## src/rtl/fft_pkg.sv

```systemverilog
// rtl/fft_pkg.sv - shared constants, sample type and slot-ordering helper for the FFT input framer
// Contents:
//   NPOINT   frame length in samples (32)
//   LOG2N    slot index width (5)
//   sample_t one {re, im} sample at the default 16-bit component width
//   bitrev5  5-bit bit reversal used for decimation-in-time slot ordering
package fft_pkg;

    localparam int NPOINT       = 32;
    localparam int LOG2N        = 5;
    localparam int DEFAULT_BITS = 16;

    typedef logic [2*DEFAULT_BITS-1:0] sample_t;

    function automatic logic [LOG2N-1:0] bitrev5(input logic [LOG2N-1:0] n);
        return {n[0], n[1], n[2], n[3], n[4]};
    endfunction

endpackage

```

## src/rtl/fft_frame_bank.sv

```systemverilog
// rtl/fft_frame_bank.sv - one 32-slot sample register bank with a full flag
// Ports:
//   clk, rst_n          clock and asynchronous active-low clear of contents and flag
//   we, slot, data      write port: data lands in slot when we is high
//   set_full, clr_full  full flag control; set takes priority
//   full                bank holds a complete frame
//   rd_bus              flat read bus, slot k at [k*sample_w +: sample_w]
module fft_frame_bank
    import fft_pkg::*;
#(
    parameter int sample_w = 32
) (
    input  logic                       clk,
    input  logic                       rst_n,
    input  logic                       we,
    input  logic [LOG2N-1:0]           slot,
    input  logic [sample_w-1:0]        data,
    input  logic                       set_full,
    input  logic                       clr_full,
    output logic                       full,
    output logic [NPOINT*sample_w-1:0] rd_bus
);

    logic [NPOINT-1:0][sample_w-1:0] mem;

    always_ff @(posedge clk or negedge rst_n) begin
        if (!rst_n) begin
            mem <= '0;
        end else if (we) begin
            mem[slot] <= data;
        end
    end

    always_ff @(posedge clk or negedge rst_n) begin
        if (!rst_n) begin
            full <= 1'b0;
        end else if (set_full) begin
            full <= 1'b1;
        end else if (clr_full) begin
            full <= 1'b0;
        end
    end

    assign rd_bus = mem;

endmodule

```

## src/rtl/fft_input_framer.sv

```systemverilog
// rtl/fft_input_framer.sv - assembles serial complex samples into ping-pong 32-slot frames
// Build option: define BIT_REVERSE_EN to store sample n in slot bitrev5(n) (decimation-in-time
// input order); leave it undefined to store sample n in slot n.
// Ports:
//   clk_100, reset       clock and asynchronous active-low reset
//   s_data/s_valid/      sample input {re, im}; s_first marks sample 0 of a new frame
//   s_first/s_ready
//   frame_out            32 slots of 2*bits, slot k at [k*2*bits +: 2*bits]; zero when no frame
//   frame_valid          frame_out holds a complete frame
//   frame_ack            consumer releases the presented bank
//   frame_err            one-cycle pulse when a partial frame is discarded
//   frame_cnt            completed frame count, wraps
module fft_input_framer
    import fft_pkg::*;
#(
    parameter int bits    = 16,
    parameter int fix_bit = 7
) (
    input  logic                         clk_100,
    input  logic                         reset,
    input  logic [2*bits-1:0]            s_data,
    input  logic                         s_valid,
    input  logic                         s_first,
    output logic                         s_ready,
    output logic [NPOINT*2*bits-1:0]     frame_out,
    output logic                         frame_valid,
    input  logic                         frame_ack,
    output logic                         frame_err,
    output logic [7:0]                   frame_cnt
);

    localparam int SW = 2*bits;

    // fix_bit describes the downstream number format only; reject impossible settings early.
    if ((fix_bit < 0) || (fix_bit >= bits)) begin : g_bad_fix_bit
        $error("fix_bit must lie in [0, bits)");
    end

    logic [LOG2N-1:0]        wr_cnt;
    logic                    wr_bank;
    logic                    rd_bank;
    logic                    run_q;
    logic [1:0]              full;
    logic [NPOINT*SW-1:0]    rd_bus [2];
    logic                    accept;
    logic                    restart;
    logic                    last;
    logic                    release_rd;
    logic [LOG2N-1:0]        wr_n;
    logic [LOG2N-1:0]        wr_slot;
    logic [1:0]              we;
    logic [1:0]              set_full;
    logic [1:0]              clr_full;

    // run_q keeps s_ready low while reset is asserted and for the first cycle after release.
    assign s_ready     = run_q && !full[wr_bank];
    assign frame_valid = full[rd_bank];
    assign accept      = s_valid && s_ready;
    assign restart     = s_first && (wr_cnt != '0);
    assign wr_n        = restart ? '0 : wr_cnt;
    assign last        = !restart && (wr_cnt == LOG2N'(NPOINT-1));
    assign release_rd  = frame_ack && frame_valid;

`ifdef BIT_REVERSE_EN
    assign wr_slot = bitrev5(wr_n);
`else
    assign wr_slot = wr_n;
`endif

    // Write and release can target different banks on the same edge; the write side never
    // targets a full bank, so set and clear never collide on one bank.
    always_comb begin
        we       = '0;
        set_full = '0;
        clr_full = '0;
        we[wr_bank]       = accept;
        set_full[wr_bank] = accept && last;
        clr_full[rd_bank] = release_rd;
    end

    for (genvar g = 0; g < 2; g++) begin : g_bank
        fft_frame_bank #(
            .sample_w (SW)
        ) u_bank (
            .clk      (clk_100),
            .rst_n    (reset),
            .we       (we[g]),
            .slot     (wr_slot),
            .data     (s_data),
            .set_full (set_full[g]),
            .clr_full (clr_full[g]),
            .full     (full[g]),
            .rd_bus   (rd_bus[g])
        );
    end

    assign frame_out = frame_valid ? rd_bus[rd_bank] : '0;

    always_ff @(posedge clk_100 or negedge reset) begin
        if (!reset) begin
            wr_cnt    <= '0;
            wr_bank   <= 1'b0;
            rd_bank   <= 1'b0;
            run_q     <= 1'b0;
            frame_err <= 1'b0;
            frame_cnt <= '0;
        end else begin
            run_q     <= 1'b1;
            frame_err <= 1'b0;
            if (accept) begin
                if (restart) begin
                    // The restart sample is stored as sample 0 of the same bank.
                    wr_cnt    <= LOG2N'(1);
                    frame_err <= 1'b1;
                end else if (last) begin
                    wr_cnt    <= '0;
                    wr_bank   <= ~wr_bank;
                    frame_cnt <= frame_cnt + 8'd1;
                end else begin
                    wr_cnt <= wr_cnt + LOG2N'(1);
                end
            end
            if (release_rd) begin
                rd_bank <= ~rd_bank;
            end
        end
    end

endmodule
```

## config.mk

```make
export PLATFORM = sky130hd
export DESIGN_NAME = fft_input_framer
export DESIGN_NICKNAME = d
export VERILOG_FILES = /design/src/rtl/fft_pkg.sv /design/src/rtl/fft_frame_bank.sv /design/src/rtl/fft_input_framer.sv
export SDC_FILE = /design/constraint.sdc
export NUM_CORES = 2
export LEC_CHECK = 0
export ABC_AREA = 1
export BUFFER_PORTS_ARGS = -buffer_cell sky130_fd_sc_hd__buf_2
export CAP_MARGIN = 20
export CELL_PAD_IN_SITES_DETAIL_PLACEMENT = 1
export CELL_PAD_IN_SITES_GLOBAL_PLACEMENT = 1
export CORE_ASPECT_RATIO = 1.2
export CORE_UTILIZATION = 40
export CTS_BUF_LIST = sky130_fd_sc_hd__clkbuf_4
export CTS_CLUSTER_SIZE = 40
export DETAILED_ROUTE_END_ITERATION = 12
export PLACE_DENSITY = 0.76
export SLEW_MARGIN = 20
export SYNTH_ARGS = -nofsm -noshare
export SYNTH_HDL_FRONTEND = slang
export SYNTH_SLANG_ARGS = --single-unit
```

## constraint.sdc

```tcl
create_clock -name clk_100 -period 1.9 [get_ports clk_100]
set_input_delay 0.19 -clock clk_100 [delete_from_list [all_inputs] [get_ports clk_100]]
set_output_delay 0.19 -clock clk_100 [all_outputs]
set_load 0.05 [all_outputs]
```

* Yosys cells after proc, flatten, opt, wreduce, memory -nomap -nowiden
Cells that the tools add are included.
Storage, ports and cells: bits in registers 2067, input bits 37, output and inout port bits 1035
Cells by class: add/sub/neg operators 2, $lt $le $gt $ge 7, eq/ne operators 1, mux-type cells 25, bitwise logic cells 7, reductions and logical operators 15
Operators by type and width (number):
- $mux 1024 | 4
- $bwmux 1024 | 2
- $demux 32 s5 | 1
- $mux 32 | 1
- $mux 5 | 3
- $mux 1 | 12
- $logic_and 1x1->1 | 9
- $add 8x1->8 const B | 1
- $and 2x2->2 | 3
- $lt 5x6->1 const B | 1
- $add 5x1->5 const B | 1
- $eq 5x5->1 const B | 1
- $ge 5x1->1 const B | 1
- $reduce_bool 5->1 | 1
- $lt 1x2->1 const B | 2
- $reduce_bool 2->1 | 2
- $not 1->1 | 3
- $reduce_and 3->1 | 1
- $demux 1 s1 | 2
- $ge 1x1->1 const B | 2
- $ge 2x2->1 const B | 1
- $logic_not 1->1 | 2
- $not 1->2 | 1

* Depth between registers and ports, before layout
depth after elaboration 8, gate-level depth with buffers 13, gate-level depth less buffers 11

* By module
Synthesis repeated with hierarchy kept, for this count alone.
Unflattened totals: cells, all modules 14640, area total of the unflattened synthesis 100789.2 µm²
By module, submodules not included:
- fft_frame_bank | instances 2, cells each 4521, area each 39447.8 µm², sequential area each 25649.6 µm²
- fft_input_framer | instances 1, cells each 5598, area each 21893.5 µm², sequential area each 425.4 µm²

* Worst setup path after synthesis
OpenSTA, ideal clock, no wires.
path type register -> output, start register rd_bank, end output port frame_out[1014], arrival time 2.002 ns, data required time 1.710 ns, setup slack -0.292 ns, cell stages (with the launch flop) 8, path through dfrtp_1 buf_2 nand2_1 nand2_1 buf_2 buf_1 nand2_1 inv_1
RTL lines:
- from (decl) | RTL line fft_input_framer.sv:41 | logic rd_bank;
- from (signal assigned) | RTL line fft_input_framer.sv:124 | rd_bank <= ~rd_bank;
- $mux 1 (implied by the code) (2 in series) | RTL line fft_input_framer.sv:57 | assign frame_valid = full[rd_bank];
- named net frame_valid | RTL line fft_input_framer.sv:26 | output logic frame_valid,
- $mux 1024 | RTL line fft_input_framer.sv:97 | assign frame_out = frame_valid ? rd_bus[rd_bank] : '0;
- to (decl) | RTL line fft_input_framer.sv:25 | output logic [NPOINT*2*bits-1:0] frame_out,
The timed path passes the listed nets, and every way through them passes these cells. The select of a mux whose other input is x is not followed.

* Worst setup path after layout
start register rd_bank, end output port frame_out[186]
On the way: longest elaborated chain between the ends 5
RTL lines (RTL line):
- $not 1->2 (implied by the code) | fft_input_framer.sv:97
- $mux 1024 (implied by the code) (3 in series) | fft_input_framer.sv:97
- $mux 1024 * | fft_input_framer.sv:97
Mark *: on every way between the ends. The rest lies on a longest branch, timed or not. The select of a mux whose other input is x is not followed.

==> results.json <==
{
  "yosysSeqAreaShare_pct": 50.0,
  "antenna_found_initial": 13,
  "track_usage_pct": 34.4,
  "finalCriticalPeriod_ns": 3.44,
  "portBuffers": 1071,
  "min_path_type": "input port to flop",
  "required_ns": 1.71,
  "final_cell_mix": "8683 x nand2_1, 2066 x dfrtp_1, 1169 x nand3_1",
  "grt_setup_unrepaired": "true",
  "async_flop_share_pct": 100,
  "skew_ns": 0.0573,
  "pwr-share-seq_pct": 43.6,
  "tightestPinTransition_ns": 1.24,
  "p_leak_nw": 81.4,
  "grtUsageMet3_pct": 5.73,
  "hpwl_um": 298000,
  "synth_top_family_by_area": "simple AND/OR/NAND/NOR gates",
  "met1_usage_pct": 44.8,
  "clockRootBuffer": "clkbuf_4",
  "firstDrtPassIters": 6,
  "crit_buf_inv": 5,
  "die_w_um": 466,
  "synth.ff_latch_count": 2067,
  "finalWorstSetupSlack_ns": -1.54,
  "grtUsageMet2_pct": 54.1,
  "post_drt_wl_per_cell_um": 22.9,
  "drive_above_1_share_pct": 17.8,
  "post-place-ws_ns": -0.305,
  "cp-end-kind": "primary output",
  "num_vias": 104916,
  "netlist_area_um2": 104000,
  "worst_path_dominant_cell_family": "buffers and inverters",
  "start_kind": "flop",
  "place_congestion": 0.843,
  "power_frac_clock_pct": 36.6,
  "cts_buffers": 575,
  "yosysWarnings": 0,
  "area_growth_pct": 24.7,
  "synth-edff-count": 0,
  "drv_cap": 0,
  "drv_slew": 0,
  "io_pins": 1072,
  "grt_pass1_vias": 107158,
  "grt_busiest_layer": "met2",
  "h-tree-depth": 6,
  "hold_violations": 0,
  "synth.area.mux_share_pct": 0,
  "path_max_fanout": 37,
  "synth_simple_gate_area_share_pct": 40.5,
  "post-route-period-util_pct": 181,
  "share_comb_of_total_power_pct": 19.8,
  "grt_pass1_wl_um": 683000,
  "cts_sinks": 2067,
  "synthCells": 14782,
  "synthAdderAreaFrac_pct": 0.0483,
  "drt_iter0_drc": 8113,
  "cts.path.max_buffers": 4,
  "core-area_um2": 257000,
  "cts_tree": "built",
  "start_util_pct": 40.2,
  "grt_max_degree": 117,
  "status": "finished, violations left",
  "synth_xor_area_share_pct": 0.0423,
  "crit_chain": "buf_4, buf_12, buf_4, nand2_1, nand2_1, nand2_1, inv_1, buf_2",
  "std_cell_rows": 204,
  "mostFrequentLayoutCell": "nand2_1",
  "synth_top_flop_cell": "dfrtp_1",
  "ir_worst_vdd_mv": 0.389,
  "failed_checks": "negative setup slack",
  "setup_violations": 3090,
  "cellPowerDensity_nw_per_um2": 909,
  "fp.dieArea_um2": 261000,
  "drtAntennaViolNets": 0,
  "hold_ws_ns": 0.224,
  "wl_um": 455000,
  "fin_nets": 16132,
  "fmax_mhz": 291,
  "critical_path_class": "flop to primary output",
  "cp_slowest_cell": "dfrtp_4",
  "p_sw_w": 0.0388,
  "clk_latency_ns": 1.34,
  "crit_path_frequent_cell": "nand2_1",
  "critPathMaxStageDelay_ns": 0.46,
  "syn_avg_cell_area_um2": 7.00,
  "synth.net_count": 14823,
  "cts.clk_slew.worst_paths_ns": 0.06,
  "intPower_w": 0.0787,
  "synth-compound-area-share_pct": 0.0943,
  "worst_slew_margin_rel_pct": 17.4,
  "gr-total-overflow": 0,
  "fp.dieH_um": 559,
  "ys_types": 29,
  "crit_arrival_ns": 3.25,
  "power.share.switching_pct": 33.0,
  "vias_per_cell": 5.27,
  "drc": 0
}
## sequential cells by signal (all words and copies together) (netlist names)
name and cells:
g_bank.u_bank.rd_bus 2048, frame_cnt 8, wr_cnt 5, g_bank.u_bank.full 2, frame_err 1, rd_bank 1
run_q 1, wr_bank 1
## tightest hold or removal path: stages
cell	delay [ns]
dlygate4sd3_1	0.63
buf_2	0.17
buf_4	0.15
nand2_4	0.12
buf_4	0.13
nand3_1	0.06
o21ai_0	0.07
## cells by family after synthesis
family,count (synthesis)
AOI/OAI and AO/OA,18
xor gates and xnor gates,5
adders and majority gates,4
buffers and inverters,2265
DFF,2067
other,1
and+or+nand+nor,10422
## path summary, 6_finish.rpt
check | startpoint | end | slack, ns | cells after the start
min reg2reg | g_bank[0].u_bank.rd_bus[501] | g_bank[0].u_bank.rd_bus[501] | 0.47 | 2
max | rd_bank | frame_out[186] | -1.54 | 8
min | s_first | wr_cnt[1] | 0.22 | 7
max reg2reg | wr_cnt[0] | g_bank[1].u_bank.rd_bus[6] | -0.32 | 13
max in group asynchronous | reset | g_bank[0].u_bank.rd_bus[997] | 0.22 | 6
min in group asynchronous | reset | g_bank[0].u_bank.rd_bus[147] | 0.64 | 5
## power groups by stage
stage,combinational (W),sequential [W],clock [W]
2_1_floorplan,0.0114,0.0512,0
3_3_place_gp,0.0220,0.0517,0
3_5_place_dp,0.0224,0.0519,0
4_1_cts,0.0229,0.0511,0.0438
5_1_grt,0.0250,0.0517,0.0458
6_report,0.0233,0.0512,0.0430
## cell usage after synthesis (12+ instances only)
cell type / number / area share, %
o21ai_0: 15 / 0.073
buf_1: 23 / 0.083
nor2_4: 16 / 0.17
nand2_1: 8727 / 32
nand4_1: 458 / 2.8
inv_1: 1040 / 3.8
clkbuf_1: 615 / 2.2
inv_2: 12 / 0.043
nor2_1: 31 / 0.11
dfrtp_1: 2067 / 50
buf_6: 16 / 0.17
nand3_1: 1169 / 5.7
buf_2: 432 / 2.1
buf_4: 127 / 0.92
## per-stage QoR
| stage | area, µm² | setup TNS, ns | utilization, % | power, W | std cells |
|---|---|---|---|---|---|
| floorplan | 104000 | -17.88 | - | 0.0627 | 14782 |
| global placement | 119000 | -324.50 | 46.2 | 0.0737 | 18813 |
| detailed placement | 119000 | -409.39 | 46.2 | 0.0743 | 18813 |
| CTS | 129000 | -2016.69 | 50.0 | 0.118 | 19880 |
| global route | 129000 | -2244.48 | 50.2 | 0.123 | 19892 |
| finish | 129000 | -1779.92 | 50.2 | 0.117 | 19895 |
## what timing repair did
item                                    in CTS  in global routing
hold endpoints to repair                  4133                  0
endpoints found under the setup margin    3093               3096
pin swaps                                    0                  0
hold buffers                                85                  0
buffers inserted                             5                  0
cloned                                       6                  4
gates resized for setup                    483                181
## final cells by class
type	instances	area, µm²
diodes	11	27.5
clock buffers	873	6550
clock inverters	98	800
fillers	32731	128000
inverters	1052	3970
multi-input cells	10450	42500
flip-flops and latches	2067	51700
well taps	3399	4250
repair buffers	1945	19400
## routing by layer
metal / share of wire [%] / vias to the layer above / wire length [µm]
met1: 41 / 52182 / 187000
met2: 46 / 4032 / 209000
li1: - / 47635 / -
met5: 0.022 / - / 101
met3: 6.9 / 1053 / 31200
met4: 6.1 / 14 / 28000
Power figures use the tool's default switching activity.
